==> config.mk <==
export PLATFORM = sky130hd
export DESIGN_NAME = edge_request_arbiter
export DESIGN_NICKNAME = d
export VERILOG_FILES = /design/src/rtl/edge_request_arbiter.sv
export SDC_FILE = /design/constraint.sdc
export NUM_CORES = 1
export LEC_CHECK = 0
export CELL_PAD_IN_SITES_DETAIL_PLACEMENT = 0
export CELL_PAD_IN_SITES_GLOBAL_PLACEMENT = 1
export CORE_MARGIN = 2
export CORE_UTILIZATION = 44
export DETAILED_ROUTE_END_ITERATION = 6
export GPL_ROUTABILITY_DRIVEN = 0
export MAX_ROUTING_LAYER = met4
export PLACE_DENSITY = 0.92
export RECOVER_POWER = 50
export SETUP_SLACK_MARGIN = 0.02
export SLEW_MARGIN = 10
export SYNTH_ARGS = -nofsm -noshare
export SYNTH_HDL_FRONTEND = slang
export SYNTH_SLANG_ARGS = --single-unit
==> constraint.sdc <==
create_clock -name CLOCK -period 3.45 [get_ports CLOCK]
set_input_delay 1.035 -clock CLOCK [delete_from_list [all_inputs] [get_ports CLOCK]]
set_output_delay 1.035 -clock CLOCK [all_outputs]
set_load 0.005 [all_outputs]
==> src/rtl/edge_request_arbiter.sv <==
// Round-robin arbiter that turns rising edges on N_REQ request lines into
// fixed-length strobes on one shared channel, with a guard gap after each strobe.
module edge_request_arbiter #(
   parameter int N_REQ     = 4,
   parameter int ID_W      = 2,
   parameter int PULSE_LEN = 4,
   parameter int GAP_LEN   = 2
) (
   input  logic             CLOCK,
   input  logic             RESET,
   input  logic [N_REQ-1:0] REQ_LEVEL,
   input  logic             READY,
   output logic             STROBE,
   output logic [N_REQ-1:0] GRANT_ONEHOT,
   output logic [ID_W-1:0]  GRANT_ID,
   output logic [N_REQ-1:0] PENDING,
   output logic [N_REQ-1:0] OVERRUN
);

   localparam int CNT_MAX = (PULSE_LEN > GAP_LEN) ? PULSE_LEN : GAP_LEN;
   localparam int CNT_W   = (CNT_MAX > 1) ? $clog2(CNT_MAX) : 1;
   localparam int SUM_W   = ID_W + 1;

   typedef enum logic [1:0] {S_IDLE, S_STROBE, S_GAP} state_t;

   state_t           state;
   logic [CNT_W-1:0] cnt;
   logic [ID_W-1:0]  rr_ptr;
   logic [N_REQ-1:0] prev_level;
   logic [N_REQ-1:0] req_edge;
   logic [N_REQ-1:0] grant_clear;
   logic [N_REQ-1:0] winner_onehot;
   logic [ID_W-1:0]  winner;
   logic [ID_W-1:0]  scan_idx;
   logic [SUM_W-1:0] scan_sum;
   logic             win_valid;
   logic             do_grant;

   assign req_edge = ~prev_level & REQ_LEVEL;

   // Scan from the round-robin pointer, wrapping at N_REQ, for the first pending line.
   // NOTE: every variable gets a default before the loop so no latch is inferred.
   always_comb begin
      win_valid = 1'b0;
      winner    = '0;
      scan_sum  = '0;
      scan_idx  = '0;
      for (int k = 0; k < N_REQ; k++) begin
         scan_sum = {1'b0, rr_ptr} + SUM_W'(k);
         if (scan_sum >= SUM_W'(N_REQ))
            scan_sum = scan_sum - SUM_W'(N_REQ);
         scan_idx = scan_sum[ID_W-1:0];
         if (!win_valid && PENDING[scan_idx]) begin
            win_valid = 1'b1;
            winner    = scan_idx;
         end
      end
   end

   assign winner_onehot = N_REQ'(1) << winner;
   assign do_grant      = (state == S_IDLE) && READY && win_valid;
   assign grant_clear   = do_grant ? winner_onehot : '0;

   // History resets to all ones so a line already high at reset release is not an edge.
   // NOTE: sequential state uses non-blocking assignments only.
   always_ff @(posedge CLOCK or negedge RESET) begin
      if (!RESET) begin
         prev_level <= '1;
         PENDING    <= '0;
         OVERRUN    <= '0;
      end else begin
         prev_level <= REQ_LEVEL;
         PENDING    <= (PENDING & ~grant_clear) | req_edge;
         OVERRUN    <= req_edge & PENDING & ~grant_clear;
      end
   end

   always_ff @(posedge CLOCK or negedge RESET) begin
      if (!RESET) begin
         state        <= S_IDLE;
         cnt          <= '0;
         rr_ptr       <= '0;
         STROBE       <= 1'b0;
         GRANT_ONEHOT <= '0;
         GRANT_ID     <= '0;
      end else begin
         case (state)
            S_IDLE: begin
               if (do_grant) begin
                  state        <= S_STROBE;
                  cnt          <= CNT_W'(PULSE_LEN - 1);
                  STROBE       <= 1'b1;
                  GRANT_ONEHOT <= winner_onehot;
                  GRANT_ID     <= winner;
                  rr_ptr       <= (winner == ID_W'(N_REQ - 1)) ? '0 : winner + 1'b1;
               end
            end
            S_STROBE: begin
               if (cnt != '0) begin
                  cnt <= cnt - 1'b1;
               end else begin
                  STROBE <= 1'b0;
                  if (GAP_LEN > 0) begin
                     state <= S_GAP;
                     cnt   <= CNT_W'(GAP_LEN - 1);
                  end else begin
                     state        <= S_IDLE;
                     GRANT_ONEHOT <= '0;
                  end
               end
            end
            S_GAP: begin
               if (cnt != '0) begin
                  cnt <= cnt - 1'b1;
               end else begin
                  state        <= S_IDLE;
                  GRANT_ONEHOT <= '0;
               end
            end
            default: state <= S_IDLE;
         endcase
      end
   end

endmodule

* Yosys cells after proc, flatten, opt, wreduce, memory -nomap -nowiden
Cells that the tools add are included.
** Storage, ports and cells
- Input bits :: 7
- Flip-flop bits (word level) :: 25
- Logic and storage cells :: 95
** Cells by class
- Shifts and indexed selects :: 1
- Add/sub/neg operators :: 9
- Muxes and demuxes :: 36
- Eq/ne operators :: 7
- Bitwise gates (word level) :: 7
- $lt $le $gt $ge :: 8
- Reduce and logical (&&, ||, !) cells :: 18
** Operator list (number)
- 2-bit 2-to-1 mux :: 15
- 4-bit AND :: 4
- 2-bit by 3-bit < comparator with 1-bit output, second input constant :: 4
- 4-bit 2-to-1 mux :: 3
- 2-bit case mux with 3 select lines :: 2
- 3-bit AND reduction :: 4
- 1-bit 2-to-1 mux :: 10
- 2-bit by 1-bit subtractor with 2-bit output, second input constant :: 5
- 3-bit >= comparator, second input constant :: 3
- 1-bit binary-select mux with 2-bit select :: 4
- 2-bit inequality test, second input constant :: 4
- 4-bit inverter :: 2
- 4-bit case mux with 2 select lines :: 1
- 2-bit by 2-bit adder with 3-bit output, second input constant :: 2
- 2-bit nonzero test :: 3
- 1-bit logical AND :: 5
- 2-bit equality test, second input constant :: 2
- 4-bit bitwise OR :: 1
- 1-bit by 2-bit left shift with 4-bit output, first input constant :: 1
- 2-bit by 1-bit adder with 3-bit output, second input constant :: 1
- 2-bit by 3-bit >= comparator with 1-bit output, second input constant :: 1
- 1-bit zero test :: 3
- 3-bit nonzero test :: 1
- 2-bit by 1-bit adder with 2-bit output, second input constant :: 1
- other kinds (4) :: 4

* Logic depth before layout (Yosys ltp)
Gate-level depths: netlist of the first run.
- Depth after elaboration :: 19
- Mapped depth :: 7

* Least setup slack after synthesis of the first run
Ideal clock, no wire load.
- Path type :: input -> register
- Start point :: input port READY
- End point :: register cnt[0]
- Required time :: 3325 ps
- Library setup time :: 125 ps
- Stages on the path :: 3
- Data arrival time :: 1710 ps
- Setup slack :: 1615 ps
- Cells stage by stage :: o41ai_4 -> a221oi_2 -> mux2_2
** Between the ends
- Longest elaborated chain between the ends :: 4
** RTL lines
- start: declaration :: line 12 : input logic READY,
- 1-bit logical AND (2 in a row) :: line 61 : assign do_grant = (state == S_IDLE) && READY && win_valid;
- 2-bit inequality test (no source line)
- 3-bit AND reduction (no source line)
- end signal: assignment :: line 91 : cnt <= CNT_W'(PULSE_LEN - 1);
- end signal: assignment :: line 100 : cnt <= cnt - 1'b1;
- end signal: assignment :: line 105 : cnt <= CNT_W'(GAP_LEN - 1);
- end: declaration :: line 27 : logic [CNT_W-1:0] cnt;
No other way between the ends.
A chain may end at the register's enable or synchronous reset.

* Worst setup path after layout of the first run
- Start point :: register PENDING[0]
- End point :: output port PENDING[0]
** RTL lines
- start: declaration :: line 16 : output logic [N_REQ-1:0] PENDING,
- start signal: assignment :: line 73 : PENDING <= (PENDING & ~grant_clear) | req_edge;
No word-level cell between the ends.

==> results of run 1 <==
-- final cells by class --
class                      count  area, sq um
clock buffer                   3         22.5
clock inverter                 1         7.51
fill                         272         1370
inverter                       6         22.5
multi-input combinational     94          666
sequential                    25          631
tap                           33         41.3
timing repair buffer          22          214
-- cell families (layout without fill, tap and decap cells) --
logic type | Yosys count | after routing | synth area share (%)
buf+inv | 9 | 32 | 3.18
fa+ha+maj | 11 | 11 | 10.3
simple gates | 56 | 56 | 20.9
compound gates | 22 | 22 | 14.1
mux | 5 | 5 | 4.39
flops | 25 | 25 | 47.1
-- sequential cells by signal, summed over array words and instances, names as in the netlist --
| register | count |
|---|---|
| GRANT_ONEHOT | 4 |
| OVERRUN | 4 |
| PENDING | 4 |
| prev_level | 4 |
| GRANT_ID | 2 |
| cnt | 2 |
| rr_ptr | 2 |
| state | 2 |
| STROBE | 1 |
-- synthesized netlist by cell type (2+ instances only) --
library cell / n
mux2_2: 2
nand2b_1: 7
o21ai_0: 5
dfrtp_1: 21
dfstp_2: 4
ha_1: 11
nand2_1: 24
nand3_1: 10
nor2_1: 5
a21oi_1: 3
or2_1: 2
o41ai_1: 2
inv_1: 6
o211ai_1: 4
-- where the power goes --
part           switching, mW  leakage, nW  internal (mW)
sequential             0.110        0.290          0.390
combinational          0.359        0.396          0.349
clock                 0.0921       0.0139         0.0443
-- layout by cell type, fill, tap and decap left out, types with 5 or more instances in the layout --
| cell | n |
|---|---|
| nand2b_1 | 7 |
| nand2_1 | 24 |
| clkdlybuf4s50_1 | 15 |
| dfrtp_1 | 21 |
| o21ai_0 | 5 |
| nor2_1 | 5 |
| dlygate4sd3_1 | 6 |
| nand3_1 | 10 |
| ha_1 | 11 |
| inv_1 | 6 |
-- metrics by stage --
step	cell area (sq um)	setup slack, ns	hold WS, ns	std cells
after floorplan	1340	1.62	0.493	128
after global placement	1580	0.827	0.505	180
after detailed placement	1580	0.774	0.527	180
after CTS	1610	0.975	0.559	184
after global routing	1600	0.924	0.587	184
final	1600	0.981	0.550	184
-- worst register-to-register path, delay by kind of cell (launching register included) --
kind / cells / cell delay [ns]
DFF: 1 / 0.45
buffers and inverters: 1 / 0.12
adders and majority gates: 1 / 0.61
muxes: 1 / 0.33
and+or+nand+nor: 2 / 0.54
-- routing by layer --
metal / GRT usage, % / vias up
met5: - / -
met4: 6.17 / 0
met3: 2.62 / 4
met2: 30.5 / 23
met1: 23.9 / 504
li1: - / 503
-- final timing paths --
| check | start | endpoint | slack, ns |
|---|---|---|---|
| min in group asynchronous | RESET | GRANT_ID[1]$_DFFE_PN0P_ | 1.20 |
| worst max register to register | state[0]$_DFFE_PN0P_ | rr_ptr[1]$_DFFE_PN0P_ | 1.31 |
| worst max-delay path | PENDING[0]$_DFF_PN0_ | PENDING[0] | 0.98 |
| worst min-delay path | GRANT_ONEHOT[3]$_DFFE_PN0P_ | GRANT_ONEHOT[3]$_DFFE_PN0P_ | 0.55 |
| max in group asynchronous | RESET | GRANT_ONEHOT[1]$_DFFE_PN0P_ | 1.37 |
| worst min register to register | GRANT_ONEHOT[3]$_DFFE_PN0P_ | GRANT_ONEHOT[3]$_DFFE_PN0P_ | 0.55 |
==> metrics.md, run 1 <==
| Metric | Value |
|---|---|
| Count of nets after finishing | 170 |
| WL met3 | 92 um |
| Tmin final | 2.47 ns |
| Cell Area, Synth | about 1300 sq um |
| Area growth syn-to-layout | 19.8% |
| DRT iter0 DRCs | 20 |
| Critical path endpoint category | primary output |
| Fin. max-slew vios | 0 |
| Period utilization | 71.6% |
| Yosys top cell by area | dfrtp_1 |
| Core area | 2980 sq um |
| First-pass GRT wire length | 4.84 mm |
| Synth Warn # | 0 |
| WL per Instance | 15.0 um |
| Post-Syn Nets | 146 |
| CTS root buf | clkbuf_4 |
| Initial antenna violation count | 0 |
| Post-Synthesis Cells | approximately 130 |
| Largest net degree at the start of global routing | 21 |
| H-tree depth | 1 |
| Worst EP required | 2.41 ns |
| Status | completed |
| Port Buffers | 21 |
| Initial Utilization | 45.0% |
| Post-synth EDFFs | 0 |
| Syn_area_per_cell | between 10 and 15 sq um |
| Met2 WL post-DR | 1.41 mm |
| Final core utilization | 53.9% |
| # hold bufs at CTS | 0 |
| Full die area | ~3500 sq um |
| Highest Clock Rate | 0.405 GHz |
| DRC Markers | 0 |
| Via count | 1,034 |
| Total power | 1.34 mW |
| CTS buffer count | 3 |
| Worst skew pair latency | 0.32 ns |
| Buf/Inv on CP | 1 |
| Worst Setup Start Kind | register |
| Main synth FF type | dfrtp_1 |
| Die X | 59.2 um |
| Remaining Overflow, GRT | 0 |
| Drt pass-1 iters | 4 |
| Hold depth | 2 |
| Vias in the first global route | 1,054 |
| Peak supply drop | approximately 0.00032 V |
| DRT antenna net count | 0 |
| # Post-CTS Setup Buffers | 0 |
| Async SR Flop Fraction | 100% |
| Max-cap violations | 0 |
| RSZ-0062 raised after global routing | false |
| Number of setup violations in the final report | 0 |
| Std-Cell Rows | 20 |
| Gr usage total | 18.7% |
| Clk_skew | roughly 0.0019 ns |
| Synth top area share | 39.3% |
| WL final | 2.76 mm |
| Number of synthesized register bits | 25 |
| Worst Path Class, Setup | reg -> out |
| CP Cell Sequence | clkdlybuf4s50_1 |
| Hold/Removal Path Class | reg -> reg |
| Worst path depth | 1 |
| Largest stage delay, worst path | 0.57 ns |
| Clk buf depth | 2 |
| Sequential share of the synthesized area | between 40 and 50% |
| WL met1 | approximately 1.2 mm |
| Delay-heaviest family, CP | buffers and inverters |
| Worst-Margin Slew | 0.750 ns |
| Post-Route Setup TNS | 0 ns |
| Cell variety after synth | 36 |
| CTS tree | yes |
| Top layer in use | met4 |
| Die height | 59.2 um |
| Antenna Cells | 0 |
| CP Max Fanout | 7 |
| R2R cell count | 5 |
| HPWL Detailed | approximately 2.1 mm |
| CP max stage cell | clkdlybuf4s50_1 |
| Clock transition at path regs | between 0.1 and 0.15 ns |
| Pwr Density | approximately 840 nW/um^2 |
| Max transition margin | 49.8% |
| Top-Level Pins | 22 |
| Top cells by area, synth | dfrtp_1 39%, ha_1 10%, dfstp_2 7.9%, nand2_1 6.7%, nand3_1 3.7% |
| Resized cells post-CTS | 0 |
| Fraction of final layout cells sized beyond drive strength 1 | 10.6% |
| Hold Vio Cnt, Final | 0 |
| Leakage power | 0.700 nW |
| DR vias/cell | 5.62 |
| Worst EP arrival | around 1.4 ns |
| CTS sink count | 25 |
(Power assumes the default switching activity.)
==> run 2: changes to the inputs <==
--- a/config.mk
+++ b/config.mk
@@ -8,11 +8,11 @@
 export CELL_PAD_IN_SITES_DETAIL_PLACEMENT = 0
 export CELL_PAD_IN_SITES_GLOBAL_PLACEMENT = 1
 export CORE_MARGIN = 2
-export CORE_UTILIZATION = 44
+export CORE_UTILIZATION = 37
 export DETAILED_ROUTE_END_ITERATION = 6
 export GPL_ROUTABILITY_DRIVEN = 0
 export MAX_ROUTING_LAYER = met4
-export PLACE_DENSITY = 0.92
+export PLACE_DENSITY = 0.83
 export RECOVER_POWER = 50
 export SETUP_SLACK_MARGIN = 0.02
 export SLEW_MARGIN = 10
==> constraint.sdc (replaced) <==
create_clock -name CLOCK -period 2.2 [get_ports CLOCK]
set_input_delay 0.66 -clock CLOCK [delete_from_list [all_inputs] [get_ports CLOCK]]
set_output_delay 0.66 -clock CLOCK [all_outputs]
set_load 0.005 [all_outputs]
==> metrics.md, run 2 (synthesis gave the netlist of run 1 again) <==
| Metric | Value |
|---|---|
| CP max stage cell | clkdlybuf4s50_1 (unchanged) |
| DRC Markers | 0 (unchanged) |
| Max transition margin | 57.8% (was 49.8%) |
| Clk buf depth | 2 (unchanged) |
| Worst-Margin Slew | 0.632 ns (was 0.750 ns) |
| Std-Cell Rows | 21 (was 20) |
| CP Max Fanout | 7 (unchanged) |
| Status | completed (unchanged) |
| RSZ-0062 raised after global routing | false (unchanged) |
| Hold Vio Cnt, Final | 0 (unchanged) |
| Die X | 64.2 um (was 59.2 um) |
| Vias in the first global route | 1,076 (was 1,054) |
| Via count | 1,051 (was 1,034) |
| H-tree depth | 1 (unchanged) |
| Delay-heaviest family, CP | buffers and inverters (unchanged) |
| Hold/Removal Path Class | reg -> reg (unchanged) |
| Largest stage delay, worst path | 0.56 ns (was 0.57 ns) |
| Tmin final | 2.07 ns |
| Worst EP arrival | 1.41 ns (was 1.43 ns) |
| Area growth syn-to-layout | 22.0% (was 19.8%) |
| HPWL Detailed | 2.02 mm (was 2.07 mm) |
| Period utilization | a little over nine tenths |
| Worst skew pair latency | 0.33 ns (was 0.32 ns) |
| # Post-CTS Setup Buffers | 0 (unchanged) |
| CTS buffer count | 3 (unchanged) |
| Remaining Overflow, GRT | 0 (unchanged) |
| Post-Route Setup TNS | 0 ns (unchanged) |
| Worst Setup Start Kind | register (unchanged) |
| CP Cell Sequence | clkdlybuf4s50_1 (unchanged) |
| Filler cells | 330 (was 272) |
| Count of nets after finishing | 173 (was 170) |
| WL per Instance | 13.4 um (was 15.0 um) |
| Max-cap violations | 0 (unchanged) |
| DRT iter0 DRCs | 77 (was 20) |
| Most common cell after layout, fill and taps aside | nand2_1 (unchanged) |
| Highest Clock Rate | 0.483 GHz |
| Initial Utilization | 39.2% (was 45.0%) |
| First-pass GRT wire length | 4.89 mm (was 4.84 mm) |
| Initial antenna violation count | 0 (unchanged) |
| Min Hold Slack | 0.548 ns (was 0.550 ns) |
| CTS tree | yes (unchanged) |
| Buf/Inv on CP | 1 (unchanged) |
| Most frequent cells in the layout | 24 x nand2_1, 19 x dfrtp_1, 15 x clkdlybuf4s50_1, 11 x ha_1, 10 x nand3_1 (was 24 x nand2_1, 21 x dfrtp_1, 15 x clkdlybuf4s50_1, 11 x ha_1, 10 x nand3_1) |
| CTS root buf | clkbuf_4 (unchanged) |
| CTS sink count | 25 (unchanged) |
| Clk_skew | 0.0128 ns (was 0.00189 ns) |
| Leakage power | 0.711 nW (was 0.700 nW) |
| Pwr Density | 1290 nW/um^2 (was 838 nW/um^2) |
| Critical path endpoint category | primary output (unchanged) |
| Antenna Cells | 0 (unchanged) |
| Worst setup margin | 0.128 ns (was 0.981 ns) |
| Peak supply drop | 0.000353 V (was 0.000322 V) |
| WL final | 2.69 mm (was 2.76 mm) |
| Worst Path Class, Setup | reg -> out (unchanged) |
| Worst EP required | 1.54 ns (was 2.41 ns) |
| Largest net degree at the start of global routing | 26 (was 21) |
| Fin. max-slew vios | 0 (unchanged) |
| Core area | 3420 sq um (was 2980 sq um) |
| Drt pass-1 iters | 4 (unchanged) |
| Gr usage total | 15.9% (was 18.7%) |
| Number of setup violations in the final report | 0 (unchanged) |
| DR vias/cell | 5.26 (was 5.62) |
| Fraction of final layout cells sized beyond drive strength 1 | 12.3% (was 10.6%) |
| Clock transition at path regs | 0.14 ns (about the same) |
| Port Buffers | 21 (unchanged) |
| DRT antenna net count | 0 (unchanged) |
| Full die area | 4120 sq um (was 3500 sq um) |
| Top-Level Pins | 22 (unchanged) |
| Die height | 64.2 um (was 59.2 um) |
| Dpl ws | 0.0938 ns (was 0.774 ns) |
run 2: final timing paths:
check | start | to | slack, ns | cells after the start
max in group asynchronous | RESET | PENDING[1]$_DFF_PN0_ | 0.89 | 2
max reg2reg | rr_ptr[1]$_DFFE_PN0P_ | OVERRUN[0]$_DFF_PN0_ | 0.22 | 7
min | GRANT_ID[0]$_DFFE_PN0P_ | GRANT_ID[0]$_DFFE_PN0P_ | 0.55 | 2
min reg2reg | GRANT_ID[0]$_DFFE_PN0P_ | GRANT_ID[0]$_DFFE_PN0P_ | 0.55 | 2
max | PENDING[0]$_DFF_PN0_ | PENDING[0] | 0.13 | 1
min in group asynchronous | RESET | GRANT_ID[0]$_DFFE_PN0P_ | 0.86 | 2
run 2: area by class of cell:
class	instances	area, sq um	area share, %
multi-input combinational	94	659	40.4
sequential	25	633	38.8
timing repair buffer	25	234	14.3
tap	46	57.6	3.52
clock buffer	4	26.3	1.61
inverter	6	22.5	1.38
run 2: through the flow:
stage                     instance area, sq um  power (mW)  utilization [%]  std cells
after floorplan                           1340        1.49                -        128
after global placement                    1620        1.86             47.3        196
after detailed placement                  1620        1.92             47.3        196
after CTS                                 1640        2.13             48.1        200
after global routing                      1630        2.32             47.8        200
final                                     1630        2.11             47.8        200
run 2: tightest hold or removal path, stage by stage (launching register included):
cell and delay (ns):
dfrtp_1 0.38, o21ai_0 0.08, o41ai_1 0.06
run 2: power by group:
group | internal (mW) | switching, mW | leakage, nW
sequential | 0.615 | 0.169 | 0.289
clock | 0.0712 | 0.142 | 0.0150
combinational | 0.560 | 0.549 | 0.407
run 2: layer usage:
metal  vias to the layer above  part of all wire [%]  GRT usage, %
met5                         -                     0             -
met3                         5                   3.4          3.35
met2                        17                    52          25.5
li1                        502                     -             -
met4                         0                   2.1          7.18
met1                       527                    43          19.2
run 2: repair_timing:
item	in CTS	in global routing
gates resized for setup	0	2
endpoints found under the setup margin	0	2
hold buffers	0	0
